<file path="config.mk">
export PLATFORM = sky130hd
export DESIGN_NAME = serial_alu_ctrl
export DESIGN_NICKNAME = d
export VERILOG_FILES = /design/src/rtl/serial_alu_pkg.sv /design/src/rtl/and2.sv /design/src/rtl/nand2.sv /design/src/rtl/not1.sv /design/src/rtl/or2.sv /design/src/rtl/serial_alu_slice.sv /design/src/rtl/xor2.sv /design/src/rtl/serial_alu_ctrl.sv
export SDC_FILE = /design/constraint.sdc
export NUM_CORES = 1
export LEC_CHECK = 0
export ABC_AREA = 1
export CORE_ASPECT_RATIO = 0.7
export CORE_MARGIN = 2
export CORE_UTILIZATION = 45
export CTS_BUF_LIST = sky130_fd_sc_hd__clkbuf_8
export DETAILED_ROUTE_END_ITERATION = 12
export PLACE_DENSITY_LB_ADDON = 0.05
export SYNTH_ARGS = -nofsm -noshare
export SYNTH_HDL_FRONTEND = slang
export SYNTH_SLANG_ARGS = --single-unit
export TNS_END_PERCENT = 1
</file>
<file path="constraint.sdc">
create_clock -name clk -period 4.06 [get_ports clk]
set_input_delay 0.812 -clock clk [delete_from_list [all_inputs] [get_ports clk]]
set_output_delay 0.812 -clock clk [all_outputs]
set_load 0.005 [all_outputs]
</file>
<file path="src/rtl/serial_alu_pkg.sv">
// serial_alu_pkg: shared op and FSM state encodings for the bit-serial ALU.
package serial_alu_pkg;

    typedef enum logic [1:0] {
        OP_ADD = 2'b00,
        OP_SUB = 2'b01,
        OP_AND = 2'b10,
        OP_XOR = 2'b11
    } op_e;

    typedef enum logic [1:0] {
        ST_IDLE = 2'b00,
        ST_RUN  = 2'b01,
        ST_DONE = 2'b10
    } state_e;

endpackage

</file>
<file path="src/rtl/and2.sv">
// and2: 2-input AND gate.
module and2 (
    input  logic a,
    input  logic b,
    output logic y
);
    assign y = a & b;
endmodule

</file>
<file path="src/rtl/nand2.sv">
// nand2: 2-input NAND gate.
module nand2 (
    input  logic a,
    input  logic b,
    output logic y
);
    assign y = ~(a & b);
endmodule

</file>
<file path="src/rtl/not1.sv">
// not1: inverter.
module not1 (
    input  logic a,
    output logic y
);
    assign y = ~a;
endmodule

</file>
<file path="src/rtl/or2.sv">
// or2: 2-input OR gate.
module or2 (
    input  logic a,
    input  logic b,
    output logic y
);
    assign y = a | b;
endmodule

</file>
<file path="src/rtl/serial_alu_slice.sv">
// serial_alu_slice: one gate-level ALU bit (full adder plus AND/XOR), selected by op.
module serial_alu_slice (
    input  logic       a,
    input  logic       b,
    input  logic       cin,
    input  logic [1:0] op,
    output logic       y,
    output logic       cout
);
    logic t, g, s, p, c, n0, n1, m0, m1, lg, k0, k1;

    xor2 u_t  (.a(a),   .b(b),   .y(t));
    and2 u_g  (.a(a),   .b(b),   .y(g));
    xor2 u_s  (.a(t),   .b(cin), .y(s));
    and2 u_p  (.a(t),   .b(cin), .y(p));
    or2  u_c  (.a(g),   .b(p),   .y(c));
    not1 u_n0 (.a(op[0]), .y(n0));
    not1 u_n1 (.a(op[1]), .y(n1));
    // Muxes as NAND-NAND: op[0] picks XOR over AND, op[1] picks logic over sum
    nand2 u_m0 (.a(n0),    .b(g),  .y(m0));
    nand2 u_m1 (.a(op[0]), .b(t),  .y(m1));
    nand2 u_lg (.a(m0),    .b(m1), .y(lg));
    nand2 u_k0 (.a(n1),    .b(s),  .y(k0));
    nand2 u_k1 (.a(op[1]), .b(lg), .y(k1));
    nand2 u_y  (.a(k0),    .b(k1), .y(y));
    and2  u_co (.a(n1),    .b(c),  .y(cout));
endmodule

</file>
<file path="src/rtl/xor2.sv">
// xor2: 2-input XOR gate.
module xor2 (
    input  logic a,
    input  logic b,
    output logic y
);
    assign y = a ^ b;
endmodule

</file>
<file path="src/rtl/serial_alu_ctrl.sv">
// serial_alu_ctrl: sequences one ALU slice over WIDTH bits, LSB first, one bit per clock.
// Optional SERIAL_ALU_FLAGS_EN adds registered zero (zr) and negative (ng) flags.
module serial_alu_ctrl
    import serial_alu_pkg::*;
#(
    parameter int WIDTH = 16
) (
    input  logic             clk,
    input  logic             reset,
    input  logic             start,
    input  logic [1:0]       op,
    input  logic [WIDTH-1:0] a,
    input  logic [WIDTH-1:0] b,
    output logic             ready,
    output logic             valid,
    output logic [WIDTH-1:0] result,
    output logic             cout
`ifdef SERIAL_ALU_FLAGS_EN
    ,
    output logic             zr,
    output logic             ng
`endif
);
    localparam int CNT_W = $clog2(WIDTH + 1);

    state_e           state_q, state_d;
    op_e              op_q, op_d;
    logic [WIDTH-1:0] a_q, a_d, b_q, b_d, result_q, result_d;
    logic [CNT_W-1:0] cnt_q, cnt_d;
    logic             carry_q, carry_d, cout_q, cout_d, valid_q, valid_d;
    logic [WIDTH:0]   res_sh;
    logic             s_y, s_cout, last;
`ifdef SERIAL_ALU_FLAGS_EN
    logic             zacc_q, zacc_d, zr_q, zr_d, ng_q, ng_d;
`endif

    serial_alu_slice u_slice (
        .a    (a_q[0]),
        .b    (b_q[0] ^ (op_q == OP_SUB)),
        .cin  (carry_q),
        .op   (op_q),
        .y    (s_y),
        .cout (s_cout)
    );

    assign res_sh = {s_y, result_q};
    assign last   = (cnt_q == CNT_W'(WIDTH - 1));

    always_comb begin
        state_d  = state_q;
        op_d     = op_q;
        a_d      = a_q;
        b_d      = b_q;
        result_d = result_q;
        cnt_d    = cnt_q;
        carry_d  = carry_q;
        cout_d   = cout_q;
        valid_d  = valid_q;
`ifdef SERIAL_ALU_FLAGS_EN
        zacc_d   = zacc_q;
        zr_d     = zr_q;
        ng_d     = ng_q;
`endif
        if (state_q == ST_RUN) begin
            a_d      = a_q >> 1;
            b_d      = b_q >> 1;
            result_d = res_sh[WIDTH:1];
            carry_d  = s_cout;
            cnt_d    = cnt_q + CNT_W'(1);
`ifdef SERIAL_ALU_FLAGS_EN
            zacc_d   = zacc_q | s_y;
`endif
            if (last) begin
                state_d = ST_DONE;
                valid_d = 1'b1;
                cout_d  = s_cout;
`ifdef SERIAL_ALU_FLAGS_EN
                zr_d    = ~(zacc_q | s_y);
                ng_d    = s_y;
`endif
            end
        end else if (start) begin
            state_d = ST_RUN;
            op_d    = op_e'(op);
            a_d     = a;
            b_d     = b;
            cnt_d   = '0;
            valid_d = 1'b0;
            carry_d = (op == OP_SUB);
`ifdef SERIAL_ALU_FLAGS_EN
            zacc_d  = 1'b0;
`endif
        end
    end

    always_ff @(posedge clk) begin
        if (reset) begin
            state_q  <= ST_IDLE;
            op_q     <= OP_ADD;
            a_q      <= '0;
            b_q      <= '0;
            result_q <= '0;
            cnt_q    <= '0;
            carry_q  <= 1'b0;
            cout_q   <= 1'b0;
            valid_q  <= 1'b0;
`ifdef SERIAL_ALU_FLAGS_EN
            zacc_q   <= 1'b0;
            zr_q     <= 1'b0;
            ng_q     <= 1'b0;
`endif
        end else begin
            state_q  <= state_d;
            op_q     <= op_d;
            a_q      <= a_d;
            b_q      <= b_d;
            result_q <= result_d;
            cnt_q    <= cnt_d;
            carry_q  <= carry_d;
            cout_q   <= cout_d;
            valid_q  <= valid_d;
`ifdef SERIAL_ALU_FLAGS_EN
            zacc_q   <= zacc_d;
            zr_q     <= zr_d;
            ng_q     <= ng_d;
`endif
        end
    end

    assign ready  = (state_q != ST_RUN);
    assign valid  = valid_q;
    assign result = result_q;
    assign cout   = cout_q;
`ifdef SERIAL_ALU_FLAGS_EN
    assign zr     = zr_q;
    assign ng     = ng_q;
`endif
endmodule
</file>
==> results by group <==
Run status
  – Outcome: complete, no violations

Worst setup path
  – Critical Path, Cell by Cell: inv_2, nand2_4, clkdlybuf4s50_1
  – Max FO, Critical Path: 71
  – Critical path class: flop to primary output
  – CP startpoint kind: flop
  – Top delay family on crit path: buffers and inverters
  – Crit path DAT: 2010 ps
  – Crit. End Element: primary output
  – R2R Setup Slk: 2250 ps
  – Worst EP required: 3250 ps
  – Slowest-stage cell, CP: clkdlybuf4s50_1
  – R2R depth: 7
  – R2r startpoint: op_q[0]$_SDFFE_PP0P_
  – Critical path's largest stage delay: 640 ps
  – Worst R2R End: result[15]$_SDFFE_PP0P_
  – WP buf/inv: 2

Power
  – Flop pwr share: 43.0%
  – Sw Ratio: 23.74%
  – Pleak: 0.001540 µW
  – Switch Pwr: 340.9 µW
  – Clock power share: 46.3%
  – Comb power frac: 10.7%
  – Worst vdd ir: 0.0002509 V
  – Power per Cell Area: 417.8 mW/mm²
  – Internal power: 1095 µW

Synthesis
  – Post-synthesis xor/xnor area fraction: 0.3293%
  – Synth top cells by count: nand3_1 (92), nand2_1 (90), dfxtp_1 (59)
  – Post-synthesis compound-gate area fraction: 6.914%
  – Adder-cell share of the synthesized area: 2.164%
  – Post-synth ARST share: 0%
  – Largest family of logic cells by synthesized area: simple AND/OR/NAND/NOR gates
  – Mapped Area: 0.002660 mm²
  – Most frequent cell after synthesis: nand3_1
  – Largest cells by area after synthesis: dfxtp_1 (44%), nand3_1 (17%), nand2_1 (13%)
  – Register area share after synthesis: 44.40%
  – #FFs+latches synth: 59
  – Dominant cell type by area after synthesis: dfxtp_1
  – Synth Area in Simple Gates: 33.30%
  – YS warnings: 0
  – Number of synthesized flops with an enable pin: 0
  – Net count after synthesis: 417
  – Synth top area share: 44.40%
  – Most frequently used flop master after synthesis: dfxtp_1
  – Distinct cells, synth: 22
  – Mean Syn Cell Area: 7.075 µm²
  – Cells after synthesis: 376
  – Mux contribution to synthesized area: 0%

Clock tree
  – Clk pin slew, worst setup/hold paths: 70 ps
  – CTS root buf: clkbuf_8
  – CTS resizes: 0
  – TritonCTS Buffers: 9
  – CTS tree: done
  – Worst skew pair latency: 340 ps
  – Number of post-CTS setup repair buffers: 0
  – Post-CTS Hold Buffers: 0
  – CTS Buffer Depth: 2
  – Clock Sink Count: 59
  – H-tree depth: 3

Floorplanning
  – Die X: 95.90 µm
  – Die H: 68.33 µm
  – Area of the die: 0.006552 mm²
  – IO Pins: 56
  – Core Footprint: 0.005727 mm²
  – Initial core utilization: 46.45%
  – FP Rows: 23

Min path
  – Hold path cells: 2
  – Worst Hold Path EP: b_q[9]$_SDFFE_PP0P_
  – Min-Delay Path Class: flop to flop
  – Min-delay src: b_q[10]$_SDFFE_PP0P_

STA
  – Tcrit/Tclk final: 69.62%
  – Worst Clk Skew: 9.925 ps
  – Slew @ Worst Pin: 764.3 ps
  – Post-route worst setup slack: 1233 ps
  – Post-layout minimum cycle time: 2827 ps
  – Hold Fails Final Rpt: 0
  – Pins over their slew limit: 0
  – RSZ-0062 raised after global routing: false
  – # setup viols final: 0
  – Setup TNS Final: 0 ps
  – Worst slew margin: 48.92%
  – Peak Freq: 353.8 MHz

Global routing
  – Vias in the first global route: 2173
  – GRT Total Usage: 20.05%
  – Largest net degree at the start of global routing: 72
  – First-pass GRT wire length: 10090 µm
  – Antenna violations before repair: 0
  – GRT overflow: 0

Routing
  – Wire length per cell: 12.24 µm
  – Drt first pass iters: 4
  – DRC Markers: 0
  – Post-route ant nets: 0
  – Drt initial violations: 169
  – Vias per cell: 4.920
  – Via count: 2460
  – WL final: 6118 µm

Layout
  – Syn-to-layout area delta: 29.21%
  – Number of nets in the layout: 461
  – Fraction of layout cells with a size suffix above 1: 5.882%
  – Antenna Cells: 0

Place
  – Place WS: 1284 ps
  – Routability cong.: 0.7540
  – Post-detail-place hpwl: 3859 µm
  – # port buffers: 55

Flow run
  – MaxCap Viol Count: 0
[how the worst max path moves through the flow]
stage | slack [ps] | to | start | cells after the start
floorplan | 2450 | result[15]$_SDFFE_PP0P_ | op_q[0]$_SDFFE_PP0P_ | 7
global placement | 1330 | carry_q$_SDFFE_PP0P_ | start | 6
detailed placement | 1280 | carry_q$_SDFFE_PP0P_ | start | 6
CTS | 1190 | ready | valid$_SDFFE_PP0P_ | 3
global route | 1080 | ready | valid$_SDFFE_PP0P_ | 3
finish | 1230 | ready | valid$_SDFFE_PP0P_ | 3
[kinds of logic after synthesis]
group | Yosys count
buf+inv | 81
simple gates | 198
xor+xnor | 1
fa+ha+maj | 4
compound gates | 33
flops | 59
[stage by stage]
stage	power (µW)	instances	hold WS (ps)	instance area [µm²]	util, %
after floorplan	727.8	376	426.6	2660	-
after detailed placement	784.1	484	440.8	3187	55.65
after CTS	1445	500	448.7	3437	60.02
final	1436	500	447.9	3437	60.02
after global placement	781.6	484	436.7	3187	55.65
after global routing	1491	500	475.8	3437	60.02
[worst reg2reg max path: stages, from the launching register on]
cell and delay (ps):
dfxtp_1 330, inv_1 60, or2_2 280, xor2_1 180, fa_1 510, o21ai_0 70, a21oi_1 210, nor2_1 60
[sequential cells by signal (all words and copies together) (netlist names)]
register,flops
cout,1
cnt_q,5
a_q,16
carry_q,1
result,16
b_q,16
state_q,1
op_q,2
valid,1
[cells in the final DEF (no fill, tap or decap)]
cell / count
a211oi_1: 1
ha_1: 3
or2_2: 1
a21oi_1: 10
nor2_4: 2
clkdlybuf4s50_1: 55
inv_1: 55
nand2_1: 90
o21ai_0: 9
xor2_1: 1
dfxtp_1: 59
fa_1: 1
bufinv_16: 3
inv_2: 3
nand3_1: 92
clkinvlp_4: 3
nor2_1: 11
nand2_4: 1
o22ai_1: 13
nand2_2: 1
buf_4: 1
clkbuf_8: 10
[area by class of cell]
class,count,area (µm²)
tap,75,93.84
timing repair buffer,56,558.0
multi-input combinational,236,1136
inverter,58,217.7
fill,553,2290
clock inverter,6,112.6
sequential,59,1181
clock buffer,10,137.6
[routing by layer]
layer,track usage [%],routed length [µm],vias to the layer above
li1,-,-,1290
met1,28.01,3267,1117
met2,29.63,2500,45
met3,6.057,280,8
met4,6.429,69,0
met5,0,0,-
[power groups by stage]
stage / sequential (µW) / combinational [µW] / clock, µW
5_1_grt: 621 / 172 / 698
4_1_cts: 618 / 155 / 673
2_1_floorplan: 627 / 101 / 0
3_5_place_dp: 631 / 153 / 0
6_report: 618 / 153 / 665
3_3_place_gp: 630 / 151 / 0
No activity file was read; power rests on OpenSTA's default activity.
